--- src/rtl/mux8_pingpong_feed.sv ---
// ============================================================================
//  Module   : mux8_pingpong_feed
//  Purpose  : Two-bank ping-pong byte buffer that feeds a mux8_2x1; the mux
//             output (sel ? bank_a : bank_b) is always the oldest unread byte.
//  Revision : 1.0 - initial release
// ============================================================================
`default_nettype none

module mux8_pingpong_feed #(
    parameter int WIDTH = 8
) (
    input  logic             clk,
    input  logic             rst,
    input  logic             wr_valid,
    input  logic [WIDTH-1:0] wr_data,
    output logic             wr_ready,
    output logic             rd_valid,
    input  logic             rd_ready,
    output logic [WIDTH-1:0] bank_a,
    output logic [WIDTH-1:0] bank_b,
    output logic             sel,
    output logic [1:0]       count
);

    typedef enum logic [1:0] {
        ST_EMPTY = 2'd0,
        ST_ONE   = 2'd1,
        ST_FULL  = 2'd2
    } state_t;

    localparam logic c_PTR_A = 1'b1;
    localparam logic c_PTR_B = 1'b0;

    state_t           state_q, state_d;
    logic             wr_ptr_q;
    logic             sel_q;
    logic [WIDTH-1:0] bank_a_q;
    logic [WIDTH-1:0] bank_b_q;

    logic             w_wr_fire;
    logic             w_rd_fire;

    // Handshake flags decode only registered state (plus rst for wr_ready).
    assign wr_ready  = !rst && (state_q != ST_FULL);
    assign rd_valid  = (state_q != ST_EMPTY);
    assign w_wr_fire = wr_valid && wr_ready;
    assign w_rd_fire = rd_valid && rd_ready;

    always_comb begin
        state_d = state_q;
        case (state_q)
            ST_EMPTY: if (w_wr_fire)                state_d = ST_ONE;
            ST_ONE: begin
                if (w_wr_fire && !w_rd_fire)        state_d = ST_FULL;
                else if (!w_wr_fire && w_rd_fire)   state_d = ST_EMPTY;
            end
            ST_FULL:  if (w_rd_fire)                state_d = ST_ONE;
            default:                                state_d = ST_EMPTY;
        endcase
    end

    always_ff @(posedge clk) begin
        if (rst) begin
            state_q  <= ST_EMPTY;
            wr_ptr_q <= c_PTR_A;
            sel_q    <= c_PTR_A;
            bank_a_q <= '0;
            bank_b_q <= '0;
        end else begin
            state_q <= state_d;
            if (w_wr_fire) begin
                if (wr_ptr_q == c_PTR_A) bank_a_q <= wr_data;
                else                     bank_b_q <= wr_data;
                wr_ptr_q <= ~wr_ptr_q;
            end
            // Consumed bank keeps its stale value; only the read pointer moves.
            if (w_rd_fire) begin
                sel_q <= ~sel_q;
            end
        end
    end

    assign bank_a = bank_a_q;
    assign bank_b = bank_b_q;
    assign sel    = sel_q;
    assign count  = state_q;

endmodule

`default_nettype wire

--- config.mk ---
export PLATFORM = sky130hd
export DESIGN_NAME = mux8_pingpong_feed
export DESIGN_NICKNAME = d
export VERILOG_FILES = /design/src/rtl/mux8_pingpong_feed.sv
export SDC_FILE = /design/constraint.sdc
export NUM_CORES = 1
export LEC_CHECK = 0
export CORE_MARGIN = 5
export CORE_UTILIZATION = 30
export CTS_CLUSTER_DIAMETER = 200
export CTS_CLUSTER_SIZE = 16
export DETAILED_ROUTE_END_ITERATION = 7
export PLACE_DENSITY = 0.62
export REMOVE_ABC_BUFFERS = 1
export SYNTH_ARGS = -nofsm -noshare
export SYNTH_HDL_FRONTEND = slang
export SYNTH_SLANG_ARGS = --single-unit
--- constraint.sdc ---
create_clock -name clk -period 1.14 [get_ports clk]
set_input_delay 0.228 -clock clk [delete_from_list [all_inputs] [get_ports clk]]
set_output_delay 0.228 -clock clk [all_outputs]
set_load 0.005 [all_outputs]
Word level (Yosys, flattened, before mapping). Index checks and enable logic that the tools add are counted.

Flip-flop bits (word level): 20. Bits in latches: 0. Bits in writable memories: 0. Memory bits (read-only): 0. Bits of input ports: 12. Word-level logic and storage cells: 31. Memories: 0.

Add/sub/neg operators: 0. Multiply operators: 0. Divide/modulo/power cells: 0. Magnitude comparators: 0. Eq/ne operators: 6. Shifts and indexed selects: 0. Muxes and demuxes: 5. Bitwise gates (word level): 2. Reductions and logical operators: 13.

Operator list (number): 2-bit two-way mux (4); 2-bit != test, second input constant (3); 2-bit case mux with 3 select lines (1); 1-bit logical AND (5); 2-bit AND reduction (2); 1-bit logical NOT (3); 3-bit != test, second input constant (1); 3-bit AND reduction (1); 2-bit by 1-bit equality test with 1-bit output, second input constant (1); 2-bit equality test, second input constant (1); 2-bit logical NOT (1); 1-bit NOT (2); 2-bit nonzero test (1).

Logic depth before layout (Yosys ltp).
Depth after elaboration: 8. Mapped depth: 4.

Worst setup path before layout. OpenSTA, ideal clock, no wires.

Path kind: register to register. Start: register state_q[0], in the netlist count[0]. End: register bank_a_q[0], in the netlist bank_a[0]. Data arrival time: 0.997 ns. Required time: 1.019 ns. Path slack: 0.022 ns. Stages on the path, launching flop included: 4. Path buffers: 0. Period minus slack after synthesis: 1.118 ns. Cells stage by stage: dfxtp_1 nand2b_1 nand3_4 mux2_2.

Cells in the longest elaborated chain, start to end: 4.

Ends and longest elaborated chain: start: declaration (line 34) `state_t state_q, state_d;`; start signal: assignment (line 70) `state_q <= state_d;`; 2-bit != test (line 44) `assign wr_ready = !rst && (state_q != ST_FULL);`; 1-bit logical AND (line 44); 1-bit logical AND (line 46) `assign w_wr_fire = wr_valid && wr_ready;`; 2-bit AND reduction (no source line); end signal: assignment (line 72) `if (wr_ptr_q == c_PTR_A) bank_a_q <= wr_data;`; end: declaration (line 37) `logic [WIDTH-1:0] bank_a_q;`.

Every way passes these cells. A chain may end at the register's enable or synchronous reset.

Worst setup path in the final report.
Start: register state_q[0], in the netlist count[0]. End: output port wr_ready.

Cells in the longest elaborated chain, start to end: 2.

Ends and longest elaborated chain: 2-bit != test (line 44); 1-bit logical AND (line 44); end: declaration (line 16) `output logic wr_ready,`.

Every way passes these cells.

==> flow_summary.toml <==
[placed_design]
hpwl_um = 1710
gp_congestion = 0.654
place_ws_ps = -466
port_buffers = 32
place_area_sq_um = 1310

[clock_tree]
clock_tree.root_cell = "clkbuf_4"
clk_latency_ps = 300
cts_buffer_depth = 2
clk_pin_slew_ps = 110
cts.sink_count = 20
cts_hold_buf = 0
cts_tree = "built"
htree_levels = 1
cts-buffers-inserted = 3

[setup_path]
crit_path_cell_trace = "buf_6, nor2b_4, nor2_1, buf_2"
critical-path-max-stage-delay_ps = 380
crit_path_max_fanout = 4
critPathSlowestCell = "dfxtp_4"
worstPathArrival_ps = 1070
end_kind = "output port"
critPathBufInv = 2
path_delay_family = "flip-flops"
cp.required_ps = 910
crit_type = "reg -> out"
startpoint_type = "flip-flop"

[drt]
ant_nets = 0
first_iter_violations = 13
drc = 0
via_per_inst = 5.04
wl_per_cell_um = 14.6
vias = 872
wl_um = 2530
drtPass1Iterations = 4

[sta]
timing.fmax_mhz = 773
worst_pin_slew_ps = 482
finalCriticalPeriod_ps = 1290
slew_headroom = 0.678
hold_violations = 0
drv_slew = 0
finalSetupViolCount = 12
period_share = 1.13
skew_ps = 10.1
rsz0062_at_grt = "yes"
setup_ws_ps = -153

[global_routing]
met1_usage = 0.161
grt_use_met2 = 0.178
top_usage_layer = "met2"
grt_pass1_wl_um = 3970
antenna_found_initial = 0
grt.total_usage = 0.117
grt-ovfl-total = 0
grt_pass1_vias = 868
met3_usage = 0.0333
grt_max_degree = 13

[yosys]
yosysTopAreaCell = "dfxtp_1"
yosys-top-cells-area = "dfxtp_1 46%, mux2_2 10%, nand4b_1 8.0%"
synthAdderAreaFrac = 0
synth_mux_area_frac = 0.103
synth_top_family_by_area = "simple AND/OR/NAND/NOR gates"
async_flop_share = 0
ys_top_cells_by_count = "20 x dfxtp_1, 10 x nor2b_1, 9 x nand2_1"
syn-cell-area_sq_um = 877
synth_edf_count = 0
yosysWarnings = 0
synth-simple-area-share = 0.265
synth.most_common_cell = "dfxtp_1"
avgSynthCellArea_sq_um = 9.97
synth_flop_cell = "dfxtp_1"
synth_cells = 88
synth.top_cell.area_share = 0.456
synth-xor-area-share = 0.00999
synth_compound_area_frac = 0.124
yosysUniqueCellTypes = 22
ys_seq_elements = 20
yosysSeqAreaShare = 0.456

[floorplan]
core_sq_um = 2780
die_h_um = 64.1
rows = 19
start_util = 0.315
die_w_um = 64.1
fp.dieArea_sq_um = 4100
io_pins = 33

[pwr]
p_leak_nw = 0.681
power_density_nw_per_um2 = 944
power_mw = 1.52
vdd_drop_max_mv = 0.669

[final_layout]
drive_above_1_share = 0.535
final_core_util = 0.579
nFillCells = 252
fin_nets = 156
antennaDiodeCount = 0
fin_area_sq_um = 1610
area_growth_pct = 83.6

[min_path]
hold_path.class = "in -> reg"

[status]
status = "complete, but fails checks"
violations = "setup timing"

[flow_run]
drv_cap = 0
## metal layers
| layer | vias up | wire length [um] |
|---|---|---|
| li1 | 429 | - |
| met2 | 23 | 1210 |
| met4 | 0 | 0 |
| met3 | 0 | 103 |
| met5 | - | 0 |
| met1 | 420 | 1220 |
## worst reg2reg max path, cell delays in order (launching register included)
cell and delay [ps]:
dfxtp_4 380, buf_6 120, nand2b_4 140, nand3_4 170, mux2_4 320
## worst paths after layout
| path | startpoint | to | slack (ps) | cells past startpoint |
|---|---|---|---|---|
| worst max-delay path | count[0] | wr_ready | -150 | 4 |
| worst min register to register | bank_b[3] | bank_b[3] | 480 | 2 |
| worst max register to register | count[0] | bank_a[1] | -100 | 4 |
| worst min-delay path | rst | count[1] | 380 | 3 |
## what timing repair did
action	CTS	global route
gates cloned	1	0
resized for setup	77	44
pin swaps	1	3
endpoints found under the setup margin	37	39
buffers inserted	3	8
## cell type report
type	count	area, sq um	area share
Multi-Input combinational cell	60	588	0.365
Tap cell	31	38.8	0.0241
Clock buffer	3	22.5	0.0140
Inverter	2	11.3	0.00699
Sequential cell	20	428	0.266
Timing Repair Buffer	57	522	0.324
## logic make-up after synthesis
family                    after synthesis
AOI/OAI and AO/OA                      15
xor gates and xnor gates                1
buffers and inverters                   8
DFF                                    20
muxes                                   8
and+or+nand+nor                        36
## flip-flops by register name, summed over array words and instances (netlist names)
signal,flops
bank_a,8
bank_b,8
count,2
sel,1
wr_ptr_q,1
## power breakdown
group | internal [mW] | switching [mW] | total, mW
Sequential | 0.750 | 0.0305 | 0.781
Combinational | 0.247 | 0.159 | 0.406
Clock | 0.123 | 0.210 | 0.333
## metrics by stage
step	TNS, ps	instances	hold WS (ps)
floorplan	-1290	82	305
global placement	-7170	159	472
detailed placement	-7600	159	473
CTS	-1880	166	374
global route	-1930	173	395
finish	-1100	173	378
## cells in the final DEF (no fill, tap or decap), types with 2 or more instances in the layout
| master | netlist | layout |
|---|---|---|
| buf_4 | 1 | 19 |
| dfxtp_2 | 0 | 16 |
| clkdlybuf4s15_1 | 0 | 16 |
| nor2b_1 | 10 | 9 |
| nand2_1 | 9 | 9 |
| buf_6 | 0 | 9 |
| clkdlybuf4s50_1 | 0 | 9 |
| mux2_4 | 0 | 8 |
| nand4b_1 | 8 | 8 |
| o311ai_2 | 0 | 5 |
| a21oi_1 | 4 | 3 |
| o311ai_4 | 0 | 3 |
| clkbuf_4 | 0 | 3 |
| o21ai_1 | 0 | 2 |
| dfxtp_1 | 20 | 2 |
| dfxtp_4 | 0 | 2 |
| dlygate4sd2_1 | 0 | 2 |
Power figures use the tool's default switching activity.
